File: src/rtl/scan_display_ctrl.sv
// rtl/scan_display_ctrl.sv - multiplexed N-digit 7-segment scanner with frame-synchronous update
module scan_display_ctrl #(
    parameter int N_DIGITS     = 4,
    parameter int SCAN_DIV     = 50000,
    parameter int GUARD        = 16,
    parameter int BLINK_FRAMES = 64
) (
    input  logic                  clk,
    input  logic                  rst,
    input  logic [4*N_DIGITS-1:0] value,
    input  logic                  load,
    input  logic [N_DIGITS-1:0]   dp,
    input  logic [N_DIGITS-1:0]   blink_en,
    input  logic                  blank_lz,
    input  logic                  enable,
    output logic [7:0]            seg,
    output logic [N_DIGITS-1:0]   an,
    output logic                  frame_done
);

    localparam int CW = (SCAN_DIV > 1) ? $clog2(SCAN_DIV) : 1;
    localparam int IW = (N_DIGITS > 1) ? $clog2(N_DIGITS) : 1;
    localparam int FW = (BLINK_FRAMES > 1) ? $clog2(BLINK_FRAMES) : 1;

    logic [CW-1:0]         cnt;
    logic [IW-1:0]         idx;
    logic [FW-1:0]         frame_cnt;
    logic                  blink_phase;
    logic [4*N_DIGITS-1:0] shadow;
    logic [4*N_DIGITS-1:0] disp;

    logic                  slot_end;
    logic                  wrap;
    logic                  guard_ok;

    logic [3:0]            cur_nib;
    logic                  cur_dp;
    logic                  cur_blink;
    logic                  cur_lz;
    logic [N_DIGITS-1:0]   cur_sel;
    logic [N_DIGITS-1:0]   lz;
    logic                  zero_above;
    logic                  visible;
    logic [7:0]            seg_next;
    logic [N_DIGITS-1:0]   an_next;

    function automatic logic [6:0] dec7(input logic [3:0] n);
        logic [7:0] d;
        case (n)
            4'h0: d = 8'hC0;
            4'h1: d = 8'hF9;
            4'h2: d = 8'hA4;
            4'h3: d = 8'hB0;
            4'h4: d = 8'h99;
            4'h5: d = 8'h92;
            4'h6: d = 8'h82;
            4'h7: d = 8'hF8;
            4'h8: d = 8'h80;
            4'h9: d = 8'h90;
            4'hA: d = 8'h88;
            4'hB: d = 8'h83;
            4'hC: d = 8'hC6;
            4'hD: d = 8'hA1;
            4'hE: d = 8'h86;
            4'hF: d = 8'h8E;
        endcase
        return d[6:0];
    endfunction

    assign slot_end   = (cnt == CW'(SCAN_DIV - 1));
    assign wrap       = slot_end && (idx == IW'(N_DIGITS - 1));
    assign frame_done = wrap;

    generate
        if (GUARD == 0) begin : g_no_guard
            assign guard_ok = 1'b1;
        end else begin : g_guard
            assign guard_ok = (cnt >= CW'(GUARD));
        end
    endgenerate

    always_ff @(posedge clk or posedge rst) begin
        if (rst) begin
            cnt <= '0;
            idx <= '0;
        end else if (slot_end) begin
            cnt <= '0;
            idx <= wrap ? '0 : idx + 1'b1;
        end else begin
            cnt <= cnt + 1'b1;
        end
    end

    always_ff @(posedge clk or posedge rst) begin
        if (rst) begin
            frame_cnt   <= '0;
            blink_phase <= 1'b0;
        end else if (wrap) begin
            if (frame_cnt == FW'(BLINK_FRAMES - 1)) begin
                frame_cnt   <= '0;
                blink_phase <= ~blink_phase;
            end else begin
                frame_cnt <= frame_cnt + 1'b1;
            end
        end
    end

    // The display register only moves at a frame boundary; a load landing on
    // that same cycle bypasses the shadow so the newest value is shown.
    always_ff @(posedge clk or posedge rst) begin
        if (rst) begin
            shadow <= '0;
            disp   <= '0;
        end else begin
            if (load) begin
                shadow <= value;
            end
            if (wrap) begin
                disp <= load ? value : shadow;
            end
        end
    end

    always_comb begin
        lz         = '0;
        zero_above = 1'b1;
        for (int i = N_DIGITS - 1; i >= 0; i--) begin
            lz[i]      = blank_lz && zero_above && (disp[4*i +: 4] == 4'h0) && (i != 0);
            zero_above = zero_above && (disp[4*i +: 4] == 4'h0);
        end
    end

    always_comb begin
        cur_nib   = 4'h0;
        cur_dp    = 1'b0;
        cur_blink = 1'b0;
        cur_lz    = 1'b0;
        cur_sel   = '0;
        for (int i = 0; i < N_DIGITS; i++) begin
            if (idx == IW'(i)) begin
                cur_nib    = disp[4*i +: 4];
                cur_dp     = dp[i];
                cur_blink  = blink_en[i];
                cur_lz     = lz[i];
                cur_sel[i] = 1'b1;
            end
        end
    end

    always_comb begin
        visible  = enable && guard_ok && !(cur_blink && blink_phase) && !cur_lz;
        seg_next = 8'hFF;
        an_next  = '1;
        if (visible) begin
            seg_next = {~cur_dp, dec7(cur_nib)};
            an_next  = ~cur_sel;
        end
    end

    always_ff @(posedge clk or posedge rst) begin
        if (rst) begin
            seg <= 8'hFF;
            an  <= '1;
        end else begin
            seg <= seg_next;
            an  <= an_next;
        end
    end

endmodule

File: config.mk
export PLATFORM = sky130hd
export DESIGN_NAME = scan_display_ctrl
export DESIGN_NICKNAME = d
export VERILOG_FILES = /design/src/rtl/scan_display_ctrl.sv
export SDC_FILE = /design/constraint.sdc
export NUM_CORES = 1
export LEC_CHECK = 0
export CAP_MARGIN = 20
export CORE_UTILIZATION = 55
export CTS_CLUSTER_DIAMETER = 200
export DETAILED_ROUTE_END_ITERATION = 16
export PLACE_DENSITY = 0.79
export SLEW_MARGIN = 10
export SYNTH_ARGS = -nofsm -noshare
export SYNTH_HDL_FRONTEND = slang
export SYNTH_SLANG_ARGS = --single-unit
File: constraint.sdc
create_clock -name clk -period 6.5 [get_ports clk]
set_input_delay 0.975 -clock clk [delete_from_list [all_inputs] [get_ports clk]]
set_output_delay 0.975 -clock clk [all_outputs]
set_load 0.02 [all_outputs]
==> report_table.html <==
<table>
<tr><th>Metric</th><th>Value</th></tr>
<tr><th colspan="2">Cells and area</th></tr>
<tr><td>Fin area</td><td>4080 um^2</td></tr>
<tr><td>Layout net count</td><td>375</td></tr>
<tr><td>Fill cells</td><td>around 440</td></tr>
<tr><td>Area taken by multi-input logic gates</td><td>1520 um^2</td></tr>
<tr><td>Layout Utilization</td><td>68.9%</td></tr>
<tr><td>Number of antenna diodes</td><td>0</td></tr>
<tr><td>Ratio of cells with drive above 1 in the final layout</td><td>between 20% and 30%</td></tr>
<tr><td>Layout overhead on the synthesized area</td><td>21.5%</td></tr>
<tr><td>FF+latch area</td><td>between 1500 and 2000 um^2</td></tr>
<tr><th colspan="2">Synthesis</th></tr>
<tr><td>Area of the mapped netlist</td><td>between 3000 and 4000 um^2</td></tr>
<tr><td>Synth top area share</td><td>42.5%</td></tr>
<tr><td>Number of register bits inferred by synthesis</td><td>slightly below 70</td></tr>
<tr><td>Library cell with the highest instance count after synthesis</td><td>sky130_fd_sc_hd__dfrtp_1</td></tr>
<tr><td>Flip-flop cell with the highest count after synthesis</td><td>sky130_fd_sc_hd__dfrtp_1</td></tr>
<tr><td>Total number of yosys warnings</td><td>0</td></tr>
<tr><td>Most instantiated cells after synthesis</td><td>sky130_fd_sc_hd__dfrtp_1, sky130_fd_sc_hd__nand2_1, sky130_fd_sc_hd__mux2_2</td></tr>
<tr><td>Share of the yosys chip area belonging to registers</td><td>approximately 52%</td></tr>
<tr><td>FFs w/ async S/R, synth</td><td>between 90% and 100%</td></tr>
<tr><td>Synth top area cells</td><td>sky130_fd_sc_hd__dfrtp_1, sky130_fd_sc_hd__dfstp_2, sky130_fd_sc_hd__mux2_2</td></tr>
<tr><td>Avg Inst Size Synth</td><td>roughly 12 um^2</td></tr>
<tr><td>Post-Synthesis Cells</td><td>roughly 290</td></tr>
<tr><td>Number of nets produced by synthesis</td><td>between 300 and 400</td></tr>
<tr><td>Number of synthesized flops with an enable pin</td><td>0</td></tr>
<tr><td>Cell type contributing the most total cell area after synthesis</td><td>sky130_fd_sc_hd__dfrtp_1</td></tr>
<tr><td>Count of distinct cell types in the synthesized netlist</td><td>between 40 and 50</td></tr>
<tr><th colspan="2">Placement</th></tr>
<tr><td>Count of buffers from port buffering</td><td>41</td></tr>
<tr><td>Pre-CTS setup slack</td><td>about 3.3 ns</td></tr>
<tr><td>Final HPWL from detailed placement</td><td>4.47 mm</td></tr>
<tr><td>Weighted congestion reported at the end of routability-driven placement</td><td>0.840</td></tr>
<tr><td>Cell area after placement</td><td>approximately 3800 um^2</td></tr>
<tr><th colspan="2">Die</th></tr>
<tr><td>Boundary pin count</td><td>42</td></tr>
<tr><td>Initial Utilization</td><td>56.7%</td></tr>
<tr><td>Row Count</td><td>28</td></tr>
<tr><td>Y dimension of the die</td><td>80.1 um</td></tr>
<tr><td>Die ar.</td><td>6420 um^2</td></tr>
<tr><td>Core region area</td><td>~6000 um^2</td></tr>
<tr><td>Die width</td><td>around 80 um</td></tr>
<tr><th colspan="2">Pwr</th></tr>
<tr><td>Cell Pwr Density</td><td>between 200 and 250 nW/um^2</td></tr>
<tr><td>VDD IR-drop max</td><td>0.170 mV</td></tr>
<tr><td>Portion of total power attributed to sequential cells</td><td>between 40% and 50%</td></tr>
<tr><td>Share of total power in the clock network</td><td>between 40% and 50%</td></tr>
<tr><td>Switch Pwr</td><td>roughly 0.00021 W</td></tr>
<tr><td>Logic gate share of total power</td><td>a little under a tenth</td></tr>
<tr><td>LEAKAGE</td><td>~1.8 nW</td></tr>
<tr><td>Sw frac</td><td>22.7%</td></tr>
<tr><td>Internal Power</td><td>slightly above 0.0007 W</td></tr>
<tr><th colspan="2">Global route</th></tr>
<tr><td>Leftover overflow at the end of global routing</td><td>0</td></tr>
<tr><td>Pin count of the biggest net entering global routing</td><td>70</td></tr>
<tr><td>Number of antenna violations at the first check in global routing</td><td>0</td></tr>
<tr><td>Gr usage total</td><td>between 20 and 25%</td></tr>
<tr><td>Number of global-route vias before repair</td><td>between 2000 and 2500</td></tr>
<tr><td>First-pass GRT wire length</td><td>between 10 and 15 mm</td></tr>
<tr><th colspan="2">Clocking</th></tr>
<tr><td>Post-CTS Resized</td><td>0</td></tr>
<tr><td>Total number of clock tree sinks</td><td>69</td></tr>
<tr><td>CTS buffer count</td><td>9</td></tr>
<tr><td>Clock Tree Root</td><td>sky130_fd_sc_hd__clkbuf_8</td></tr>
<tr><td>Clock transition at the register clock pins on the worst setup and hold paths after CTS</td><td>about 0.080 ns</td></tr>
<tr><td>Clock latency of the later-clocked register in the worst-skew pair</td><td>~0.34 ns</td></tr>
<tr><td>Maximum number of buffers from clock root to sink</td><td>2</td></tr>
<tr><td>H-tree depth</td><td>3</td></tr>
<tr><td>Number of buffers inserted by hold repair at cts</td><td>0</td></tr>
<tr><td>Clock tree from TritonCTS</td><td>yes</td></tr>
<tr><td>Number of setup buffers added after CTS</td><td>0</td></tr>
<tr><th colspan="2">Timing</th></tr>
<tr><td>Min Tclk post-route</td><td>between 3 and 4 ns</td></tr>
<tr><td>Final-report setup violation count</td><td>0</td></tr>
<tr><td>Count of endpoints failing hold in the final timing report</td><td>0</td></tr>
<tr><td>Worst clock skew</td><td>0.00847 ns</td></tr>
<tr><td>Final count of pins violating max slew</td><td>0</td></tr>
<tr><td>Least-Margin Pin Slew</td><td>between 0.8 and 0.9 ns</td></tr>
<tr><td>Final worst-path cycle share</td><td>approximately 51%</td></tr>
<tr><td>Summed negative setup slack over all endpoints</td><td>0 ns</td></tr>
<tr><td>Unrepaired setup endpoints after global routing</td><td>no</td></tr>
<tr><td>Final worst setup slack</td><td>about 3.2 ns</td></tr>
<tr><td>Highest Clock Rate</td><td>300 MHz</td></tr>
<tr><td>Slew Limit Headroom</td><td>43.8%</td></tr>
<tr><th colspan="2">Drt</th></tr>
<tr><td>Vias after detailed routing</td><td>around 2400</td></tr>
<tr><td>Total wire length</td><td>about 6.6 mm</td></tr>
<tr><td>Antenna Nets Post-Route</td><td>0</td></tr>
<tr><td>Average wire length per cell after detail routing</td><td>roughly 16 um</td></tr>
<tr><td>Number of remaining DRC errors</td><td>0</td></tr>
<tr><td>Pre-Repair DR Iteration Count</td><td>4</td></tr>
<tr><td>DRC violation total after the first TritonRoute iteration</td><td>187</td></tr>
<tr><td>Avg Vias per Cell</td><td>5.79</td></tr>
<tr><th colspan="2">Critical path</th></tr>
<tr><td>Critical path startpoint category</td><td>register</td></tr>
<tr><td>Kind of capture point of the worst setup path</td><td>output pin</td></tr>
<tr><td>Required time at the worst-slack endpoint</td><td>roughly 5.5 ns</td></tr>
<tr><td>Data arrival time at the worst-slack endpoint</td><td>2.36 ns</td></tr>
<tr><td>Worst reg-to-reg setup slack</td><td>roughly 3.6 ns</td></tr>
<tr><td>Highest net fanout along the worst path</td><td>4</td></tr>
<tr><td>Class of the most critical setup path</td><td>reg2out</td></tr>
<tr><th colspan="2">Hold path</th></tr>
<tr><td>Type of the worst min-delay path</td><td>reg2reg</td></tr>
<tr><th colspan="2">Status</th></tr>
<tr><td>Run status</td><td>complete, no violations</td></tr>
<tr><th colspan="2">Flow run</th></tr>
<tr><td>Number of max-capacitance violations reported</td><td>0</td></tr>
</table>
[metal layers]
metal	global-route usage [%]	vias to the layer above	wire [um]
li1	-	1105	-
met1	30.4	1211	2990
met2	37.3	63	3220
met3	6.25	8	298
met4	7.14	0	65
met5	0	-	0
[stage by stage]
stage	std cells	hold slack (ns)	power (W)
after floorplan	287	0.447	0.000514
after global placement	394	0.462	0.000549
after detailed placement	394	0.472	0.000553
after CTS	410	0.482	0.000945
after global routing	412	0.510	0.000974
final	412	0.480	0.000938
[cell families (layout without fill, tap and decap cells)]
kind of cell	after synthesis	in the layout	synth area share, %
flip-flops	69	69	51.9
buffers and inverters	25	75	3.28
AO/OA/AOI/OAI	38	38	8.27
XOR/XNOR	17	17	4.44
AND/OR/NAND/NOR	88	88	13.4
adder cells (fa/ha/maj)	14	14	5.22
multiplexers	36	36	13.5
[power groups by stage]
stage	registers, W	clock network, W	logic, W
2_1_floorplan	0.000471	0	0.0000435
3_3_place_gp	0.000466	0	0.0000830
3_5_place_dp	0.000468	0	0.0000855
4_1_cts	0.000459	0.000399	0.0000862
5_1_grt	0.000462	0.000419	0.0000937
6_report	0.000459	0.000393	0.0000854
[layout by cell type (no fill, tap or decap), types with 12 or more instances in the layout]
master                            count
sky130_fd_sc_hd__inv_1               12
sky130_fd_sc_hd__mux2_2              19
sky130_fd_sc_hd__ha_1                14
sky130_fd_sc_hd__nor2_1              14
sky130_fd_sc_hd__dfstp_2             12
sky130_fd_sc_hd__nand2_1             27
sky130_fd_sc_hd__mux2_4              14
sky130_fd_sc_hd__dfrtp_1             57
sky130_fd_sc_hd__clkdlybuf4s50_1     41
[final timing paths]
path / from / end / cells after the start
min reg2reg: cnt[0]$_DFF_PP0_ / cnt[0]$_DFF_PP0_ / 1
max in group asynchronous: rst / shadow[4]$_DFF_PP0_ / 3
min in group asynchronous: rst / shadow[3]$_DFF_PP0_ / 3
max reg2reg: idx[1]$_DFFE_PP0P_ / seg[1]$_DFF_PP1_ / 7
min: cnt[0]$_DFF_PP0_ / cnt[0]$_DFF_PP0_ / 1
max: cnt[11]$_DFF_PP0_ / frame_done / 5
[worst max-delay path, cell delays in order, from the launching register on]
cell	delay (ns)
sky130_fd_sc_hd__dfrtp_1	0.41
sky130_fd_sc_hd__nor4_1	0.33
sky130_fd_sc_hd__nand2_1	0.18
sky130_fd_sc_hd__nor4_1	0.29
sky130_fd_sc_hd__and3_1	0.21
sky130_fd_sc_hd__clkdlybuf4s50_1	0.61
[final cells by class]
| cell class | count | share of cell area [%] |
|---|---|---|
| clock buffer | 11 | 3.47 |
| clock inverter | 5 | 2.05 |
| inverter | 13 | 1.20 |
| multi-input combinational | 193 | 37.2 |
| sequential | 69 | 42.7 |
| tap | 75 | 2.30 |
| timing repair buffer | 46 | 11.1 |
[registers in the layout, summed over array words and instances (netlist names)]
register     count
cnt             16
disp            16
shadow          16
seg              8
frame_cnt        6
an               4
idx              2
blink_phase      1
Power figures use the tool's default switching activity.
